<file path="src/rtl/seq_adder.sv">
// Multi-cycle adder/subtractor: adds CHUNK bits per clock over K = WIDTH/CHUNK cycles.
// Results are registered on entry to DONE and hold until the next operation completes.
module seq_adder #(
    parameter int WIDTH = 9,
    parameter int CHUNK = 3
) (
    input  logic             clk,
    input  logic             reset,
    input  logic             start,
    input  logic             sub,
    input  logic [WIDTH-1:0] a,
    input  logic [WIDTH-1:0] b,
    output logic             busy,
    output logic             done,
    output logic [WIDTH-1:0] sum,
    output logic             cOut,
    output logic             ovf
);

    localparam int K  = WIDTH / CHUNK;
    localparam int CW = (K > 1) ? $clog2(K) : 1;

    typedef enum logic [1:0] {
        IDLE,
        RUN,
        DONE
    } state_t;

    state_t           state_q, state_d;
    logic [WIDTH-1:0] opa_q, opa_d;
    logic [WIDTH-1:0] opb_q, opb_d;
    logic [WIDTH-1:0] acc_q, acc_d;
    logic [WIDTH-1:0] sum_q, sum_d;
    logic             carry_q, carry_d;
    logic             cout_q, cout_d;
    logic             ovf_q, ovf_d;
    logic [CW-1:0]    cnt_q, cnt_d;

    logic [CHUNK:0]   chunk_add;
    logic [WIDTH-1:0] acc_shift;
    logic             msb_cin;
    logic             last_chunk;
    logic             accept;

    // The accumulator fills from the top, so after K shifts it holds the full sum.
    always_comb begin
        chunk_add  = {1'b0, opa_q[CHUNK-1:0]} + {1'b0, opb_q[CHUNK-1:0]}
                   + {{CHUNK{1'b0}}, carry_q};
        acc_shift  = WIDTH'({chunk_add[CHUNK-1:0], acc_q} >> CHUNK);
        msb_cin    = opa_q[CHUNK-1] ^ opb_q[CHUNK-1] ^ chunk_add[CHUNK-1];
        last_chunk = (cnt_q == CW'(K - 1));
        accept     = start && ((state_q == IDLE) || (state_q == DONE));
    end

    always_comb begin
        state_d = state_q;
        opa_d   = opa_q;
        opb_d   = opb_q;
        acc_d   = acc_q;
        carry_d = carry_q;
        cnt_d   = cnt_q;
        sum_d   = sum_q;
        cout_d  = cout_q;
        ovf_d   = ovf_q;

        case (state_q)
            IDLE: begin
                state_d = IDLE;
            end
            RUN: begin
                opa_d   = opa_q >> CHUNK;
                opb_d   = opb_q >> CHUNK;
                acc_d   = acc_shift;
                carry_d = chunk_add[CHUNK];
                cnt_d   = cnt_q + CW'(1);
                if (last_chunk) begin
                    state_d = DONE;
                    sum_d   = acc_shift;
                    cout_d  = chunk_add[CHUNK];
                    ovf_d   = msb_cin ^ chunk_add[CHUNK];
                end
            end
            DONE: begin
                state_d = IDLE;
            end
            default: begin
                state_d = IDLE;
            end
        endcase

        // Subtraction is a + ~b + 1, so invert b and seed the carry with sub.
        if (accept) begin
            state_d = RUN;
            opa_d   = a;
            opb_d   = b ^ {WIDTH{sub}};
            carry_d = sub;
            cnt_d   = '0;
            acc_d   = '0;
        end
    end

    always_ff @(posedge clk or negedge reset) begin
        if (!reset) begin
            state_q <= IDLE;
            opa_q   <= '0;
            opb_q   <= '0;
            acc_q   <= '0;
            carry_q <= 1'b0;
            cnt_q   <= '0;
            sum_q   <= '0;
            cout_q  <= 1'b0;
            ovf_q   <= 1'b0;
        end else begin
            state_q <= state_d;
            opa_q   <= opa_d;
            opb_q   <= opb_d;
            acc_q   <= acc_d;
            carry_q <= carry_d;
            cnt_q   <= cnt_d;
            sum_q   <= sum_d;
            cout_q  <= cout_d;
            ovf_q   <= ovf_d;
        end
    end

    assign busy = (state_q == RUN);
    assign done = (state_q == DONE);
    assign sum  = sum_q;
    assign cOut = cout_q;
    assign ovf  = ovf_q;

endmodule

</file>
<file path="config.mk">
export PLATFORM = sky130hd
export DESIGN_NAME = seq_adder
export DESIGN_NICKNAME = d
export VERILOG_FILES = /design/src/rtl/seq_adder.sv
export SDC_FILE = /design/constraint.sdc
export NUM_CORES = 1
export LEC_CHECK = 0
export ABC_AREA = 0
export CORE_MARGIN = 1
export CORE_UTILIZATION = 40
export DETAILED_ROUTE_END_ITERATION = 6
export DONT_BUFFER_PORTS = 1
export GPL_ROUTABILITY_DRIVEN = 0
export PLACE_DENSITY = 0.61
export SYNTH_ARGS = -nofsm -noshare
export SYNTH_HDL_FRONTEND = slang
export SYNTH_SLANG_ARGS = --single-unit
</file>
<file path="constraint.sdc">
create_clock -name clk -period 2.85 [get_ports clk]
set_clock_uncertainty 0.15 [all_clocks]
set_input_delay 0.285 -clock clk [delete_from_list [all_inputs] [get_ports clk]]
set_output_delay 0.285 -clock clk [all_outputs]
set_load 0.05 [all_outputs]
</file>
==> flow_summary.ini, run 1 <==
[routing]
wire_per_inst_um = 15.7
vias = 1131
dr.pass1.iters = 4
wl_met2_mm = 1.49
vias_per_cell = 5.54
ant_nets = 0
top_layer = met4
wl_met3_um = 159
drtIter0Drc = 28
post-route-drc-count = 0
routedLengthMet1_mm = 1.49
wl_mm = 3.20

[timing]
max_freq_mhz = 480
tightest_slew_ns = 0.668
setup_violations = 0
period_minus_slack_ns = 2.08
slew_violations = 0
tns_ns = 0
hold_viol_final = 0
relSlewSlack = 0.555
whs_ns = 0.0168
rsz0062_at_grt = no
min_period_over_period = 0.731

[clocking]
clkSinkCount = 40
cts-root-buf = clkbuf_8
htree_levels = 2
cts_tree = yes
clk_latency_ns = 0.29
clockBufferDepth = 2
clkTransAtPathRegs_ns = 0.08
cts_buffers = 5
cts_resized = 0

[yosys]
netlist.area_leader.share = 0.559
netlist_instances = 145
ys_warn_count = 0
synth-async-reset-ratio = 1.00
ys_seq_area_frac = 0.559
ys.flop_type = dfrtp_1
synth_edf_count = 0
syn_nets = 172
synth_area_leaders = dfrtp_1 (56%), a22o_1 (4.9%), mux2_1 (3.8%)
syn_area_per_cell_um2 = 12.3
ys_ff_latch = 40
synth.distinct_cells = 34
syn_area_um2 = 1790
synth_top_cell_by_area = dfrtp_1

[finish]
fill_cells = 400
fin_area_um2 = 2010
mostFrequentLayoutCell = dfrtp_1
n_antenna_cell = 0
syn2layout_area_growth_pct = 12.1
seq_area_um2 = 1000
drive_gt1_frac = 0.104
nNetsFinal = 180
multiInputGateArea_um2 = 713
final_cell_mix = dfrtp_1 (40), nand2_1 (12), a22o_1 (10)
fin_cells = 204

[global_route]
antenna_found_initial = 0
grt_pass1_wl_mm = 5.05
grt_usage = 0.154
gr-total-overflow = 0
first_global_vias = 1105
grt_max_degree = 41

[pwr]
p_seq_frac = 0.486
p_leak_nw = 0.921
p_switching_w = 0.00112
swShare = 0.430
pwr-share-clk = 0.170
p_comb_frac = 0.343
power-per-cell-area_nw_per_um2 = 1300
p_int_w = 0.00148
ir_worst_vdd_mv = 0.593

[die]
start_util = 0.432
die-area_um2 = 4740
coreArea_um2 = 4140
num_rows = 23
die_h_um = 68.9
fp.dieW_um = 68.9
io_pins = 35

[setup_path]
slowest_delay_ns = 0.54
cp.required_ns = 2.88
arrival_ns = 2.11
cp_max_fo = 23
cp-start-kind = register
critical_path.cell_chain = nand2b_2 -> inv_2 -> nor2_4 -> a221o_1
end_kind = register
crit_type = register to register
crit_family = buffers and inverters
cp_slowest_cell = inv_2
cp.buffers_inverters = 1

[hold_path]
min-delay-path-class = input port to register

[place]
dp_cells = 186
portBuffers = 0
dpl-instance-area_um2 = 1790

[status]
outcome = finished clean

[flow_run]
cap_viol_max_count = 0
## kinds of logic after synthesis
| group | Yosys count | share of synthesized area |
|---|---|---|
| XOR/XNOR | 10 | 0.0489 |
| multiplexers | 11 | 0.0678 |
| AND/OR/NAND/NOR | 36 | 0.101 |
| adder cells (fa/ha/maj) | 5 | 0.0434 |
| AO/OA/AOI/OAI | 31 | 0.137 |
| buffers and inverters | 12 | 0.0420 |
| flip-flops | 40 | 0.559 |
## path summary, 6_finish.rpt
kind / start / end / slack (ns) / cells after the start
max: state_q[1]$_DFFE_PN0P_ / opb_q[1]$_DFFE_PN0P_ / 0.77 / 4
min: a[3] / opa_q[3]$_DFFE_PN0P_ / 0.02 / 2
max reg2reg: state_q[1]$_DFFE_PN0P_ / opb_q[1]$_DFFE_PN0P_ / 0.77 / 4
min reg2reg: cnt_q[1]$_DFFE_PN0P_ / cnt_q[1]$_DFFE_PN0P_ / 0.35 / 1
max in group asynchronous: reset / opa_q[4]$_DFFE_PN0P_ / 2.06 / 2
min in group asynchronous: reset / sum[4]$_DFFE_PN0P_ / 0.29 / 2
## metal layers
layer / global-route usage / vias to the layer above
li1: - / 534
met1: 0.187 / 561
met2: 0.242 / 31
met3: 0.0493 / 5
met4: 0.0842 / 0
met5: 0 / -
## state kept, by name (all words and copies together), names as in the netlist
register  count
acc_q         6
cOut          1
carry_q       1
cnt_q         2
opa_q         9
opb_q         9
ovf           1
state_q       2
sum           9
## power groups by stage
| stage | clock network, W | registers, W | logic, W |
|---|---|---|---|
| after floorplan | 0 | 0.00122 | 0.000790 |
| final | 0.000443 | 0.00127 | 0.000893 |
| after global placement | 0 | 0.00127 | 0.000844 |
| after CTS | 0.000458 | 0.00127 | 0.000895 |
| after global routing | 0.000483 | 0.00130 | 0.000989 |
| after detailed placement | 0 | 0.00128 | 0.000867 |
## synth_stat cells, types with 4 or more instances
cell type,instances
xor2_1,4
a22o_1,10
nand2_1,12
nor2_1,9
a22oi_1,5
xnor2_1,6
nand3_1,7
a221o_1,5
mux2_1,6
dfrtp_1,40
## stage by stage
stage,util,total power [W],setup WS (ns)
final,0.484,0.00260,0.768
after CTS,0.484,0.00262,0.801
after detailed placement,0.431,0.00215,0.810
after global placement,0.431,0.00211,0.830
after global routing,0.484,0.00278,0.673
after floorplan,-,0.00201,0.866
## repair_timing
action	in CTS	in global routing
setup buffers	0	0
hold endpoints to repair	48	0
hold buffers	10	0
## worst register-to-register path: stages (launching register included)
cell and delay [ns]:
dfrtp_1 0.41, nand2b_2 0.32, inv_2 0.54, nor2_4 0.22, a221o_1 0.34
## cell type report
cell class / instances / area share
multi-input cells: 93 / 0.356
well taps: 50 / 0.0312
flip-flops and latches: 40 / 0.499
clock buffers: 6 / 0.0362
inverters: 3 / 0.00561
clock inverters: 2 / 0.0175
repair buffers: 10 / 0.0549
No activity file was read; power rests on OpenSTA's default activity.
==> run 2, diff against run 1 <==
- PLACE_DENSITY: 0.61 -> 0.63
- clock period: 2.85 -> 1.9 ns (I/O delays scaled with it)
==> run 2 against run 1 <==
The run now ends with negative setup slack left. Clock power is 32% higher. Routed wire length is 15% higher. Total power is 54% higher. Die area stayed put. Sequential share of layout area is 3.6 points lower. Setup slack worse by 0.82 ns. Final area is 7.7% higher. Critical path type unchanged.
==> flow_summary.ini, run 2 (synthesis results as in run 1) <==
[routing]
wire_per_inst_um = 16.6
post-route-drc-count = 0
dr.pass1.iters = 5
drtIter0Drc = 67
ant_nets = 0
wl_mm = 3.69
vias = 1224
vias_per_cell = 5.51

[clocking]
cts_tree = yes
cts-root-buf = clkbuf_8
cts_resized = 0
clockBufferDepth = 2
clkSinkCount = 40
htree_levels = 2
clk_latency_ns = 0.29
cts_buffers = 5
clkTransAtPathRegs_ns = 0.08

[global_route]
grt_usage = 0.180
grt_pass1_wl_mm = 5.89
grt_max_degree = 41
first_global_vias = 1233
gr-total-overflow = 0
antenna_found_initial = 0

[hold_path]
min_from = sub
whs_path_depth = 2
min-delay-path-class = input port to register
min_to = opb_q[8]$_DFFE_PN0P_

[die]
io_pins = 35
die-area_um2 = 4740
die_h_um = 68.9
start_util = 0.432
num_rows = 23
coreArea_um2 = 4140
fp.dieW_um = 68.9

[timing]
hold_viol_final = 0
tightest_slew_ns = 0.604
rsz0062_at_grt = yes
max_freq_mhz = 512
relSlewSlack = 0.598
period_minus_slack_ns = 1.95
setup_ws_ns = -0.0529
setup_violations = 2
slew_violations = 0
whs_ns = 0.00653
min_period_over_period = 1.03

[finish]
final_cell_mix = dfrtp_1 (40), dlygate4sd3_1 (21), nand2_1 (12)
nNetsFinal = 198
n_antenna_cell = 0
drive_gt1_frac = 0.145
mostFrequentLayoutCell = dfrtp_1
syn2layout_area_growth_pct = 20.8
fin_cells = 222

[pwr]
ir_worst_vdd_mv = 0.755
p_leak_nw = 0.993
power-per-cell-area_nw_per_um2 = 1850

[setup_path]
cp-start-kind = register
cp_slowest_cell = fa_2
slowest_delay_ns = 0.42
critical_path.most_common_cell = fa_2
cp.required_ns = 1.93
crit_path_start = carry_q$_DFFE_PN0P_
end_kind = register
timing.rr.end = ovf$_DFFE_PN0P_
rr_worst_depth = 4
arrival_ns = 1.98
crit_family = adder cells
r2r_slack_ns = -0.05
r2r_start = carry_q$_DFFE_PN0P_
crit_type = register to register
critical_path.cell_chain = fa_2 -> fa_2 -> and3_1 -> a221o_1
cp.buffers_inverters = 0
cp_max_fo = 3

[status]
outcome = finished with violations
failed_checks = negative setup slack

[place]
portBuffers = 0
dp_slack_ns = -0.0440
dp_cells = 190
place_hpwl_mm = 2.35

[flow_run]
cap_viol_max_count = 0
## run 2: changes by cell type in the layout (fill, tap and decap cells not counted)
cell,delta
dlygate4sd3_1,+12
fa_2,+2
bufinv_16,-1
clkinv_2,+1
buf_4,+6
clkbuf_1,-1
clkbuf_8,+1
fa_1,-2
## run 2: layout make-up
cell class                 count  area, um^2
fill                         394        1980
sequential                    40        1000
multi-input combinational     93         718
timing repair buffer          28         275
clock buffer                   6        82.6
tap                           50        62.6
inverter                       3        11.3
clock inverter                 2        10.0
## run 2: report_power, final
part	total (W)	internal [W]	switching [W]
Combinational	0.00152	0.000704	0.000812
Sequential	0.00190	0.00125	0.000657
Clock	0.000584	0.000290	0.000295
Total	0.00400	0.00224	0.00176
## run 2: metrics by stage
| step | setup TNS, ns | instance area, um^2 | power [W] | util |
|---|---|---|---|---|
| 6_report | -0.0673 | 2160 | 0.00400 | 0.521 |
| 5_1_grt | -0.158 | 2160 | 0.00428 | 0.521 |
| 4_1_cts | -0.0681 | 2150 | 0.00400 | 0.520 |
| 3_5_place_dp | -0.0575 | 1820 | 0.00334 | 0.440 |
| 3_3_place_gp | 0 | 1820 | 0.00326 | 0.440 |
| 2_1_floorplan | 0 | 1790 | 0.00303 | - |
## run 2: metal layers
metal,global-route usage,vias up,wire [um]
met5,0,-,0
met4,0.0612,0,25
met3,0.0477,3,200
met2,0.292,42,1760
met1,0.231,613,1700
li1,-,566,-
## run 2: how the worst max path moves through the flow
stage | slack, ns | depth (start not counted) | end
floorplan | 0.03 | 4 | ovf$_DFFE_PN0P_
global placement | 0.002 | 4 | ovf$_DFFE_PN0P_
detailed placement | -0.04 | 4 | ovf$_DFFE_PN0P_
CTS | -0.05 | 4 | ovf$_DFFE_PN0P_
global route | -0.09 | 4 | ovf$_DFFE_PN0P_
finish | -0.05 | 4 | ovf$_DFFE_PN0P_
## run 2: worst reg2reg max path, delay by kind of cell, from the launching register on
kind / cells / cell delay [ns]
AND/OR/NAND/NOR: 1 / 0.18
flip-flops: 1 / 0.41
AO/OA/AOI/OAI: 1 / 0.31
adder cells (fa/ha/maj): 2 / 0.79
## run 2: timing repair
action / CTS / global route
hold buffers: 22 / 0
pin swaps: 0 / 1
endpoints found under the hold margin: 56 / 0
gates cloned: 0 / 0
endpoints found under the setup margin: 2 / 2
buffers inserted: 1 / 1
==> run 3, diff against run 2 <==
==> constraint.sdc (replaced) <==
create_clock -name clk -period 1.9 [get_ports clk]
set_clock_uncertainty 0.15 [all_clocks]
set_input_delay 0.285 -clock clk [delete_from_list [all_inputs] [get_ports clk]]
set_output_delay 0.285 -clock clk [all_outputs]
set_load 0.05 [all_outputs]
==> run 3 against run 2 <==
The run still ends with negative setup slack left. Die area is the same. Global-route usage down 2.3 points. Maximum frequency is 0.93% higher. Final area shrank 5.1%. Setup slack better by 0.018 ns. Core utilization is 2.7 points lower. Critical path depth stayed put. Sequential share of layout area increased by 2.5 points. First-iteration DRC count up 6.0%. Combinational power shrank 3%. Critical path type unchanged. Largest power group unchanged. Highest routed layer unchanged.
==> flow_summary.ini, run 3 (synthesis results as in run 1) <==
[routing]
post-route-drc-count = 0
wl_mm = 3.27
drtIter0Drc = 71
vias = 1136
dr.pass1.iters = 4
wire_per_inst_um = 15.7
ant_nets = 0
vias_per_cell = 5.44

[clocking]
clkSinkCount = 40
htree_levels = 2
clkTransAtPathRegs_ns = 0.07
cts-root-buf = clkbuf_8
postCtsSetupRepairBufs = 0
cts_buffers = 5
clk_latency_ns = 0.28
clockBufferDepth = 2
cts_tree = yes

[timing]
period_minus_slack_ns = 1.93
relSlewSlack = 0.612
setup_violations = 2
slew_violations = 0
rsz0062_at_grt = yes
tightest_slew_ns = 0.582
min_period_over_period = 1.02
setup_ws_ns = -0.0348
tns_ns = -0.0580
hold_viol_final = 0
max_freq_mhz = 517

[finish]
mostFrequentLayoutCell = dfrtp_1
seq_area_um2 = 1000
final_cell_mix = dfrtp_1 (40), nand2_1 (12), a22o_1 (10), dlygate4sd3_1 (10), nor2_1 (9)
fin_cells = 209
multiInputGateArea_um2 = 723
syn2layout_area_growth_pct = 14.6
n_antenna_cell = 0
fill_cells = 382
nNetsFinal = 185
drive_gt1_frac = 0.138

[setup_path]
cp.required_ns = 1.92
crit_path_start = carry_q$_DFFE_PN0P_
cp_max_fo = 3
crit_type = register to register
r2r_start = carry_q$_DFFE_PN0P_
end_kind = register
arrival_ns = 1.95
cp-start-kind = register

[die]
coreArea_um2 = 4140
fp.dieW_um = 68.9
num_rows = 23
die-area_um2 = 4740
die_h_um = 68.9
start_util = 0.432
io_pins = 35

[global_route]
grt_max_degree = 41
grt_pass1_wl_mm = 5.33
gr-total-overflow = 0
first_global_vias = 1128
antenna_found_initial = 0
grt_usage = 0.157

[status]
outcome = finished with violations
failed_checks = negative setup slack

[flow_run]
cap_viol_max_count = 0

[place]
place_hpwl_mm = 2.24
portBuffers = 0
dp_cells = 190

[pwr]
power-per-cell-area_nw_per_um2 = 1920
p_leak_nw = 0.935
ir_worst_vdd_mv = 0.729

[hold_path]
min-delay-path-class = input port to register
min_from = b[6]
-- run 3: final cells by class --
| class | instances | share of cell area |
|---|---|---|
| clock buffers | 8 | 0.0439 |
| repair buffers | 15 | 0.0793 |
| flip-flops and latches | 40 | 0.488 |
| well taps | 50 | 0.0305 |
| multi-input cells | 93 | 0.353 |
| inverters | 3 | 0.00549 |
-- run 3: through the flow --
stage                     total power (W)  hold slack [ns]  utilization  setup WS, ns  cell area, um^2
final                             0.00394           0.0489        0.495       -0.0348             2050
after global routing              0.00421           0.0552        0.495       -0.0791             2050
after CTS                         0.00397         0.000329        0.491       -0.0308             2040
after detailed placement          0.00336           -0.160        0.443       -0.0208             1840
after global placement            0.00330           -0.160        0.443       0.00243             1840
after floorplan                   0.00303           -0.161            -        0.0271             1790
-- run 3: what timing repair did --
item                                    4_1_cts  5_1_grt
hold endpoints to repair                     48        1
hold buffers                                 10        1
pin swaps                                     0        3
resized for setup                             0        1
endpoints found under the setup margin        1        2
-- run 3: per-layer routing --
metal	up-vias	routed length [um]	global-route usage
li1	541	-	-
met1	553	1510	0.207
met4	0	21	0.0536
met5	-	0	0
met3	4	227	0.0477
met2	38	1510	0.245
-- run 3: power breakdown --
| group | switching [W] | internal [W] |
|---|---|---|
| sequential | 0.000656 | 0.00125 |
| clock | 0.000267 | 0.000296 |
| combinational | 0.000775 | 0.000699 |
-- run 3: final timing paths --
kind | depth (start not counted) | to | slack [ns]
min in group asynchronous | 2 | acc_q[4]$_DFFE_PN0P_ | 0.31
max in group asynchronous | 2 | opb_q[2]$_DFFE_PN0P_ | 1.09
worst max-delay path | 4 | ovf$_DFFE_PN0P_ | -0.03
worst min register to register | 1 | cnt_q[0]$_DFFE_PN0P_ | 0.33
worst min-delay path | 2 | opb_q[6]$_DFFE_PN0P_ | 0.05
worst max register to register | 4 | ovf$_DFFE_PN0P_ | -0.03
-- run 3: worst max-delay path: stages (launching register included) --
cell,delay (ns)
dfrtp_1,0.40
fa_2,0.42
fa_2,0.39
and3_4,0.18
a221o_1,0.28
